[src/rtl/fp_add_sub_pipe.sv]
// fp_add_sub_pipe: three-stage IEEE 754 adder/subtractor with valid/ready flow control.
// S1 unpacks, resolves special values and aligns; S2 adds/subtracts the aligned significands;
// S3 normalises, rounds to nearest-even, packs and raises the exception flags.
// Subnormal inputs are flushed to signed zero; tiny results flush to signed zero.
module fp_add_sub_pipe #(
  parameter int EXP_BITS  = 8,
  parameter int MANT_BITS = 23,
  parameter int WIDTH     = 1 + EXP_BITS + MANT_BITS
) (
  input  logic             clk,
  input  logic             rst_n,
  input  logic             in_valid,
  output logic             in_ready,
  input  logic [WIDTH-1:0] a,
  input  logic [WIDTH-1:0] b,
  input  logic             operation_select,
  output logic             out_valid,
  input  logic             out_ready,
  output logic [WIDTH-1:0] result,
  output logic             flag_overflow,
  output logic             flag_underflow,
  output logic             flag_inexact,
  output logic             flag_invalid
);

  // Aligned significand: hidden, fraction, guard, round, sticky.
  localparam int SW  = MANT_BITS + 4;
  // Add/sub width: one extra carry bit on top of the aligned field.
  localparam int AW  = MANT_BITS + 5;
  localparam int LZW = $clog2(SW + 1);
  // Working exponent is wide enough to go negative after a full left shift.
  localparam int EW  = EXP_BITS + LZW + 2;
  localparam logic [EXP_BITS-1:0] EXP_ONES = {EXP_BITS{1'b1}};
  localparam logic [WIDTH-1:0]    QNAN     = {1'b0, EXP_ONES, 1'b1, {(MANT_BITS-1){1'b0}}};
  localparam logic [EW-1:0]       EW_ONE   = {{(EW-1){1'b0}}, 1'b1};
  localparam logic [EW-1:0]       EW_MAX   = {{(EW-EXP_BITS){1'b0}}, EXP_ONES};

  // Right shift with every shifted-out bit folded into the sticky position.
  function automatic logic [SW-1:0] align_shift(input logic [SW-1:0] v, input logic [EXP_BITS-1:0] sh);
    logic [SW-1:0] r;
    logic          lost;
    r    = v >> sh;
    lost = 1'b0;
    for (int i = 0; i < SW; i++) begin
      if (i < int'(sh)) lost = lost | v[i];
      else              lost = lost;
    end
    r[0] = r[0] | lost;
    return r;
  endfunction

  // Leading-zero count of the non-carry part of the sum.
  function automatic logic [LZW-1:0] lzc(input logic [SW-1:0] v);
    int   cnt;
    logic found;
    cnt   = 0;
    found = 1'b0;
    for (int i = SW - 1; i >= 0; i--) begin
      if (!found) begin
        if (v[i]) found = 1'b1;
        else      cnt   = cnt + 32'sd1;
      end
    end
    return LZW'(cnt);
  endfunction

  logic adv;

  // Stage registers.
  logic                s1_valid_q, s1_valid_d, s1_sign_q, s1_sign_d, s1_eff_sub_q, s1_eff_sub_d;
  logic [EXP_BITS-1:0] s1_exp_q, s1_exp_d;
  logic [SW-1:0]       s1_mx_q, s1_mx_d, s1_my_q, s1_my_d;
  logic                s1_spec_q, s1_spec_d, s1_spec_inv_q, s1_spec_inv_d;
  logic [WIDTH-1:0]    s1_spec_res_q, s1_spec_res_d;

  logic                s2_valid_q, s2_valid_d, s2_sign_q, s2_sign_d, s2_zsign_q, s2_zsign_d;
  logic [EXP_BITS-1:0] s2_exp_q, s2_exp_d;
  logic [AW-1:0]       s2_sum_q, s2_sum_d;
  logic                s2_spec_q, s2_spec_d, s2_spec_inv_q, s2_spec_inv_d;
  logic [WIDTH-1:0]    s2_spec_res_q, s2_spec_res_d;

  logic                out_valid_q, out_valid_d;
  logic [WIDTH-1:0]    result_q, result_d;
  logic                ovf_q, ovf_d, unf_q, unf_d, inx_q, inx_d, inv_q, inv_d;

  // S1 working signals.
  logic                sign_a, sign_b, nan_a, nan_b, snan_a, snan_b, inf_a, inf_b, a_ge_b;
  logic [EXP_BITS-1:0] exp_a, exp_b, exp_x, exp_y, diff;
  logic [MANT_BITS-1:0] frac_a, frac_b, frac_x, frac_y;

  // S3 working signals.
  logic [LZW-1:0]     lz;
  logic [SW-1:0]      sig;
  logic [EW-1:0]      exp_w, exp_r;
  logic [MANT_BITS:0] mant;
  logic [MANT_BITS+1:0] rnd;
  logic [MANT_BITS-1:0] frac_f;
  logic               g_bit, r_bit, s_bit, inc, inexact;

  // The whole pipe moves together; a held output freezes every stage.
  assign adv      = !out_valid_q || out_ready;
  assign in_ready = adv;

  // S1: unpack, flush subnormals, resolve specials, order by magnitude and align Y.
  always_comb begin
    sign_a = a[WIDTH-1];
    sign_b = b[WIDTH-1] ^ operation_select;
    exp_a  = a[WIDTH-2 -: EXP_BITS];
    exp_b  = b[WIDTH-2 -: EXP_BITS];
    frac_a = (exp_a == {EXP_BITS{1'b0}}) ? {MANT_BITS{1'b0}} : a[MANT_BITS-1:0];
    frac_b = (exp_b == {EXP_BITS{1'b0}}) ? {MANT_BITS{1'b0}} : b[MANT_BITS-1:0];
    nan_a  = (exp_a == EXP_ONES) && (a[MANT_BITS-1:0] != {MANT_BITS{1'b0}});
    nan_b  = (exp_b == EXP_ONES) && (b[MANT_BITS-1:0] != {MANT_BITS{1'b0}});
    snan_a = nan_a && !a[MANT_BITS-1];
    snan_b = nan_b && !b[MANT_BITS-1];
    inf_a  = (exp_a == EXP_ONES) && (a[MANT_BITS-1:0] == {MANT_BITS{1'b0}});
    inf_b  = (exp_b == EXP_ONES) && (b[MANT_BITS-1:0] == {MANT_BITS{1'b0}});
    a_ge_b = {exp_a, frac_a} >= {exp_b, frac_b};

    s1_valid_d   = in_valid;
    s1_eff_sub_d = sign_a ^ sign_b;
    if (a_ge_b) begin
      s1_sign_d = sign_a;
      exp_x = exp_a;  frac_x = frac_a;
      exp_y = exp_b;  frac_y = frac_b;
    end else begin
      s1_sign_d = sign_b;
      exp_x = exp_b;  frac_x = frac_b;
      exp_y = exp_a;  frac_y = frac_a;
    end
    diff     = exp_x - exp_y;
    s1_exp_d = exp_x;
    s1_mx_d  = {(exp_x != {EXP_BITS{1'b0}}), frac_x, 3'b000};
    s1_my_d  = align_shift({(exp_y != {EXP_BITS{1'b0}}), frac_y, 3'b000}, diff);

    s1_spec_d     = 1'b1;
    s1_spec_inv_d = 1'b0;
    s1_spec_res_d = {WIDTH{1'b0}};
    if (nan_a || nan_b) begin
      s1_spec_res_d = QNAN;
      s1_spec_inv_d = snan_a | snan_b;
    end else if (inf_a && inf_b && s1_eff_sub_d) begin
      s1_spec_res_d = QNAN;
      s1_spec_inv_d = 1'b1;
    end else if (inf_a) begin
      s1_spec_res_d = {sign_a, EXP_ONES, {MANT_BITS{1'b0}}};
    end else if (inf_b) begin
      s1_spec_res_d = {sign_b, EXP_ONES, {MANT_BITS{1'b0}}};
    end else begin
      s1_spec_d = 1'b0;
    end
  end

  // S2: magnitude add/sub; X >= Y so the difference never goes negative.
  always_comb begin
    s2_valid_d = s1_valid_q;
    if (s1_eff_sub_q) s2_sum_d = {1'b0, s1_mx_q} - {1'b0, s1_my_q};
    else              s2_sum_d = {1'b0, s1_mx_q} + {1'b0, s1_my_q};
    s2_sign_d     = s1_sign_q;
    // Only an effective addition of two negative zeros yields -0.
    s2_zsign_d    = s1_sign_q & ~s1_eff_sub_q;
    s2_exp_d      = s1_exp_q;
    s2_spec_d     = s1_spec_q;
    s2_spec_res_d = s1_spec_res_q;
    s2_spec_inv_d = s1_spec_inv_q;
  end

  // S3: normalise, round to nearest-even, detect overflow/underflow and pack.
  always_comb begin
    lz = lzc(s2_sum_q[SW-1:0]);
    if (s2_sum_q[AW-1]) begin
      sig   = {s2_sum_q[AW-1:2], s2_sum_q[1] | s2_sum_q[0]};
      exp_w = {{(EW-EXP_BITS){1'b0}}, s2_exp_q} + EW_ONE;
    end else begin
      sig   = s2_sum_q[SW-1:0] << lz;
      exp_w = {{(EW-EXP_BITS){1'b0}}, s2_exp_q} - {{(EW-LZW){1'b0}}, lz};
    end
    g_bit   = sig[2];
    r_bit   = sig[1];
    s_bit   = sig[0];
    inexact = g_bit | r_bit | s_bit;
    inc     = g_bit & (r_bit | s_bit | sig[3]);
    mant    = sig[SW-1:3];
    rnd     = {1'b0, mant} + {{(MANT_BITS+1){1'b0}}, inc};
    if (rnd[MANT_BITS+1]) begin
      exp_r  = exp_w + EW_ONE;
      frac_f = rnd[MANT_BITS:1];
    end else begin
      exp_r  = exp_w;
      frac_f = rnd[MANT_BITS-1:0];
    end

    out_valid_d = s2_valid_q;
    result_d    = {WIDTH{1'b0}};
    ovf_d       = 1'b0;
    unf_d       = 1'b0;
    inx_d       = 1'b0;
    inv_d       = 1'b0;
    if (s2_spec_q) begin
      result_d = s2_spec_res_q;
      inv_d    = s2_spec_inv_q;
    end else if (s2_sum_q == {AW{1'b0}}) begin
      result_d = {s2_zsign_q, {(WIDTH-1){1'b0}}};
    end else if (!exp_r[EW-1] && (exp_r >= EW_MAX)) begin
      result_d = {s2_sign_q, EXP_ONES, {MANT_BITS{1'b0}}};
      ovf_d    = 1'b1;
      inx_d    = 1'b1;
    end else if (exp_r[EW-1] || (exp_r == {EW{1'b0}})) begin
      result_d = {s2_sign_q, {(WIDTH-1){1'b0}}};
      unf_d    = 1'b1;
      inx_d    = 1'b1;
    end else begin
      result_d = {s2_sign_q, exp_r[EXP_BITS-1:0], frac_f};
      inx_d    = inexact;
    end
  end

  // Pipeline registers: synchronous reset clears valids and outputs, advance only on adv.
  always_ff @(posedge clk) begin
    if (!rst_n) begin
      s1_valid_q <= 1'b0; s1_sign_q <= 1'b0; s1_eff_sub_q <= 1'b0; s1_exp_q <= '0;
      s1_mx_q <= '0; s1_my_q <= '0; s1_spec_q <= 1'b0; s1_spec_inv_q <= 1'b0; s1_spec_res_q <= '0;
      s2_valid_q <= 1'b0; s2_sign_q <= 1'b0; s2_zsign_q <= 1'b0; s2_exp_q <= '0;
      s2_sum_q <= '0; s2_spec_q <= 1'b0; s2_spec_inv_q <= 1'b0; s2_spec_res_q <= '0;
      out_valid_q <= 1'b0; result_q <= '0;
      ovf_q <= 1'b0; unf_q <= 1'b0; inx_q <= 1'b0; inv_q <= 1'b0;
    end else if (adv) begin
      s1_valid_q <= s1_valid_d; s1_sign_q <= s1_sign_d; s1_eff_sub_q <= s1_eff_sub_d; s1_exp_q <= s1_exp_d;
      s1_mx_q <= s1_mx_d; s1_my_q <= s1_my_d; s1_spec_q <= s1_spec_d;
      s1_spec_inv_q <= s1_spec_inv_d; s1_spec_res_q <= s1_spec_res_d;
      s2_valid_q <= s2_valid_d; s2_sign_q <= s2_sign_d; s2_zsign_q <= s2_zsign_d; s2_exp_q <= s2_exp_d;
      s2_sum_q <= s2_sum_d; s2_spec_q <= s2_spec_d;
      s2_spec_inv_q <= s2_spec_inv_d; s2_spec_res_q <= s2_spec_res_d;
      out_valid_q <= out_valid_d; result_q <= result_d;
      ovf_q <= ovf_d; unf_q <= unf_d; inx_q <= inx_d; inv_q <= inv_d;
    end
  end

  assign out_valid      = out_valid_q;
  assign result         = result_q;
  assign flag_overflow  = ovf_q;
  assign flag_underflow = unf_q;
  assign flag_inexact   = inx_q;
  assign flag_invalid   = inv_q;

endmodule
[config.mk]
export PLATFORM = sky130hd
export DESIGN_NAME = fp_add_sub_pipe
export DESIGN_NICKNAME = d
export VERILOG_FILES = /design/src/rtl/fp_add_sub_pipe.sv
export SDC_FILE = /design/constraint.sdc
export NUM_CORES = 1
export LEC_CHECK = 0
export ABC_CLOCK_PERIOD_IN_PS = 28300
export CAP_MARGIN = 20
export CELL_PAD_IN_SITES_DETAIL_PLACEMENT = 0
export CELL_PAD_IN_SITES_GLOBAL_PLACEMENT = 1
export CORE_MARGIN = 5
export CORE_UTILIZATION = 48
export DETAILED_ROUTE_END_ITERATION = 6
export PLACE_DENSITY_LB_ADDON = 0.1
export SLEW_MARGIN = 30
export SYNTH_ARGS = -nofsm -noshare
export SYNTH_HDL_FRONTEND = slang
export SYNTH_SLANG_ARGS = --single-unit
[constraint.sdc]
create_clock -name clk -period 28.3 [get_ports clk]
set_input_delay 2.83 -clock clk [delete_from_list [all_inputs] [get_ports clk]]
set_output_delay 2.83 -clock clk [all_outputs]
set_load 0.005 [all_outputs]
---- Word level (Yosys, flattened, before mapping) ----
Cells that the tools add are included.
cells by class
  equal/unequal tests ..................... 2
  shift-type cells ........................ 2
  bitwise operators ....................... 35
  reductions and logical operators ........ 26
  magnitude comparators ................... 26
  add/subtract/negate cells ............... 33
  muxes and demuxes ....................... 166
operator list
  operator                                                    number
  2-to-1 mux 5 bit                                            52
  2-to-1 mux 32 bit                                           6
  adder 5 x 2 -> 5 bit (second input constant)                25
  2-to-1 mux 23 bit                                           5
  2-to-1 mux 1 bit                                            95
  less-than comparator 5 x 8 -> 1 bit (first input constant)  11
  less-than comparator 4 x 8 -> 1 bit (first input constant)  8
  2-to-1 mux 31 bit                                           2
  zero test 23 bit                                            2
  nonzero test 23 bit                                         2
  less-than comparator 3 x 8 -> 1 bit (first input constant)  4
  greater-or-equal comparator 31 bit                          1
  2-to-1 mux 15 bit                                           2
  OR 1 bit                                                    30
  adder 27 x 27 -> 28 bit                                     1
  zero test 28 bit                                            1
  2-to-1 mux 28 bit                                           1
  subtractor 27 x 27 -> 28 bit                                1
  2-to-1 mux 27 bit                                           1
  left shift 27 x 5 -> 27 bit                                 1
  right shift 27 x 8 -> 27 bit                                1
  adder 24 x 1 -> 25 bit                                      1
  == test 8 bit (second input constant)                       2
  zero test 8 bit                                             2
  other kinds (16)                                            33
storage, ports and cells
  register bits ........................... 206
  word-level logic and storage cells ...... 313

---- Logic depth before layout (Yosys ltp) ----
  word-level depth ........................ 92
  gate-level depth with buffers ........... 81
  gate-level depth less buffers ........... 77

---- Worst setup path after synthesis ----
Ideal clock, no wire load.
  path type ............................... register to register
  from .................................... register s2_sum_q[24]
  to ...................................... register result_q[20] (netlist: result[20])
  path slack .............................. 13.723 ns
  path buffers ............................ 4
  period minus slack after synthesis ...... 14.577 ns
  arrival ................................. 14.494 ns
  stages on the path, launching flop included .. 79
  path through ............................ dfxtp_1 > clkbuf_1 > a21oi_1 > ha_1 > nor3_1 > nor2_1 > ha_1 > nor3_1 > or4_1 > a311o_2 > ha_1 > nand2b_1 > a21oi_1 > o21ai_0 > and2_1 > a211oi_2 > ha_1 > mux2_2 > [... 43 more ...] > nor2b_1 > o21ai_0 > nand2b_1 > a21o_1 > a211oi_1 > a41oi_1 > xnor2_1 > and2_1 > nor2b_1 > nor2b_1 > and2_1 > a21boi_0 > or4_1 > mux2i_1 > a21oi_1 > nand3_2 > buf_4 > o31ai_4
on the way
  word-level cells in the longest chain between the ends .. 87
  elaborated cells between the ends (all ways) .. 120
  classes of those cells .................. add/sub (27); order compare (1); shift (1); mux (83); bitwise (3); reduce/logical (5)
ends and longest elaborated chain
  what                                                                           RTL line  RTL
  start: declaration                                                             78        logic [AW-1:0] s2_sum_q, s2_sum_d;
  start signal: assignment                                                       232       s2_sum_q <= s2_sum_d; s2_spec_q <= s2_spec_d;
  parallel branches: the longest is 85 deep, another holds adder 5 x 2 -> 5 bit  --
  2-to-1 mux 32 bit (*)                                                          202       end else if (s2_sum_q == {AW{1'b0}}) begin
  2-to-1 mux 32 bit (*)                                                          199       if (s2_spec_q) begin
  end signal: assignment                                                         234       out_valid_q <= out_valid_d; result_q <= result_d;
  end: declaration                                                               83        logic [WIDTH-1:0] result_q, result_d;
Mark *: on every way between the ends.
A chain may end at the register's enable or synchronous reset.

---- Worst setup path after layout ----
  from .................................... register s2_sum_q[25]
  to ...................................... register result_q[3] (netlist: result[3])
on the way
  word-level cells in the longest chain between the ends .. 90
  elaborated cells between the ends (all ways) .. 124
  classes of those cells .................. add/sub (28); order compare (1); shift (1); mux (86); bitwise (3); reduce/logical (5)
ends and longest elaborated chain
  what                                                                           RTL line
  parallel branches: the longest is 88 deep, another holds adder 5 x 2 -> 5 bit  --
  2-to-1 mux 32 bit (*)                                                          202
  2-to-1 mux 32 bit (*)                                                          199
Marked as above.

==> results.yml <==
final_layout:
  area.growth.synth_to_final_pct: 10.7
  antenna_cells: 0
  layout-drive-gt1-share_pct: 5.17
  final_common_cell: "nand2_1"
  stdcell_area_um2: 19100
  fin_nets: 2664
  finalNonFillerCells: 2954
  mostFrequentLayoutCells: "nand2_1, nor2_1, a21oi_1, o21ai_0, dfxtp_1"
critical_path:
  critPathRequiredTime_ns: 28.66
  worstSetupPathType: "register to register"
  rrSetupSlack_ns: 11.14
  rr_worst_depth: 72
  path_delay_family: "compound AO/OA/AOI/OAI gates"
  worstSetupStartpointType: "register"
  path_common_cell: "ha_1"
  critPathBufInv: 4
  cp_max_fo: 30
  r2r_start: "s2_sum_q[25]"
  slowest_stage: "nor4b_4"
  end_kind: "register"
  arrival_ns: 17.52
  cp_slowest_stage_delay_ns: 0.76
  r2r-end: "result[3]"
placed_design:
  placed_cell_area_um2: 18400
  dp_slack_ns: 11.39
  place_inst: 2922
  io_buffer_count: 106
  place.gp.congestion: 1.00
  place_hpwl_um: 44000
synth:
  synth.yosys.seq_area_share_pct: 17.0
  ys_ff_latch: 146
  synth_cell_type_count: 102
  yosysTopAreaCell: "dfxtp_1"
  ys.flop_type: "dfxtp_1"
  yosys.area.top_type_share_pct: 17.0
  postSynthCellCount: 2495
  syn_nets: 2679
  synthArstFlopShare_pct: 0
  yosysWarnings: 0
  syn_area_um2: 17200
  syn_avg_cell_area_um2: 6.90
  synth_area_leaders: "dfxtp_1, ha_1, nand2_1"
  synth_edf_count: 0
die:
  die_height_um: 199
  dieArea_um2: 39800
  die_w_um: 199
  initial_core_util_pct: 48.5
  io_pins: 107
  rows: 69
  coreArea_um2: 35500
route:
  avgRoutedWirePerCell_um: 19.2
  dr.first_iter.drc_count: 1285
  num_vias: 18033
  drc: 0
  dr.pass1.iters: 6
  vias_per_cell: 6.10
  antenna_left: 0
  wl_um: 56700
clock_network:
  cts_setup_buffers: 0
  numCtsBuffers: 17
  holdBufCountCts: 0
  clk_pin_slew_ns: 0.08
  cts_tree: "built"
  clock-sinks: 146
  insertion_delay_ns: 0.44
  clockBufferDepth: 2
  h-tree-depth: 4
  ctsResizeCount: 0
  clock-root-buffer: "clkbuf_16"
sta:
  setup_tns_ns: 0
  maxSlewHeadroom_pct: 37.0
  tightestPinTransition_ns: 0.944
  period_share_pct: 60.6
  fmax_ghz: 0.0583
  slew_violations: 0
  grt_setup_unrepaired: "false"
  finalHoldViolCount: 0
  finalSetupViolations: 0
  postLayoutSetupSlackWorst_ns: 11.14
  finalCriticalPeriod_ns: 17.16
  finClkSkew_ns: 0.0157
hold_path:
  holdPathStages: 2
  hp-start: "result[16]"
  hold_path_end: "result[16]"
  hp-class: "register to register"
grt:
  grt_pass1_wl_um: 90400
  grt_pass1_vias: 16986
  grt_max_degree: 76
  antenna_found_initial: 0
  track_usage_pct: 27.9
  overflow: 0
outcome:
  outcome: "finished, final reports clean"
pwr:
  leakage_nw: 7.62
  total_power_w: 0.00184
  irDropWorstVdd_v: 0.0000577
  p_per_area_nw_per_um2: 96.7
flow_run:
  maxCapViolCount: 0
-- final cells by class --
class | instances | area [um2]
clock buffers | 17 | 425
clock inverters | 15 | 213
fillers | 3566 | 16400
inverters | 120 | 454
multi-input cells | 2066 | 13200
flip-flops and latches | 146 | 2920
well taps | 461 | 577
repair buffers | 129 | 1230
-- per-layer routing --
metal,up-vias,part of all wire [%],GRT usage (%)
met5,-,0,0
met4,0,4.5,12.1
met3,136,4.1,2.70
met2,560,48,47.8
met1,8388,44,35.7
li1,8949,-,-
-- Yosys cell counts (16+ instances only) --
master	number
a211oi_1	48
a21o_1	26
a21oi_1	187
a31oi_1	29
and2_1	34
and3_1	28
clkbuf_1	130
dfxtp_1	146
ha_1	113
inv_1	111
mux2i_1	94
nand2_1	342
nand2b_1	32
nand3_1	58
nand4_1	24
nor2_1	275
nor2b_1	38
nor3_1	71
nor4_1	28
o211ai_1	47
o21a_1	20
o21ai_0	153
o21ai_1	22
o22ai_1	16
o31ai_1	17
or3_1	16
xnor2_1	71
xor2_1	30
-- where the power goes --
group	internal [W]	switching (W)	total (W)
sequential	0.000239	0.0000456	0.000285
combinational	0.000521	0.000793	0.00131
clock	0.000136	0.000107	0.000243
-- tightest hold or removal path, cell delays in order, from the launching register on --
cell and delay, ns:
dfxtp_1 0.31, nand2_1 0.05, o21ai_1 0.05
-- flip-flops by register name, summed over array words and instances, names as in the netlist, 2 cells and up --
signal / cells
s1_my_q: 27
result: 32
s1_exp_q: 8
s2_exp_q: 8
s1_mx_q: 24
s1_spec_res_q: 3
s2_sum_q: 28
s2_spec_res_q: 2
-- worst max-delay path by stage --
| stage | from | endpoint | slack (ns) | cells after the start |
|---|---|---|---|---|
| floorplan | s2_sum_q[24] | result[20] | 13.72 | 78 |
| global route | s2_sum_q[25] | result[3] | 9.78 | 72 |
| finish | s2_sum_q[25] | result[3] | 11.14 | 72 |
| detailed placement | s2_sum_q[25] | result[3] | 11.39 | 72 |
| CTS | s2_sum_q[25] | result[3] | 11.36 | 72 |
| global placement | s2_sum_q[25] | result[3] | 11.96 | 72 |
-- metrics by stage --
| step | utilization (%) | hold WS (ns) |
|---|---|---|
| finish | 53.7 | 0.448 |
| global route | 53.7 | 0.463 |
| CTS | 53.7 | 0.454 |
| global placement | 51.9 | 0.435 |
| detailed placement | 51.9 | 0.443 |
| floorplan | - | 0.431 |
-- cells by family after synthesis --
logic type	synth area share, %
DFF	17.0
xor gates and xnor gates	6.72
AOI/OAI and AO/OA	26.7
and+or+nand+nor	27.9
buffers and inverters	6.43
muxes	6.65
adders and majority gates	8.61
Power figures use the tool's default switching activity.
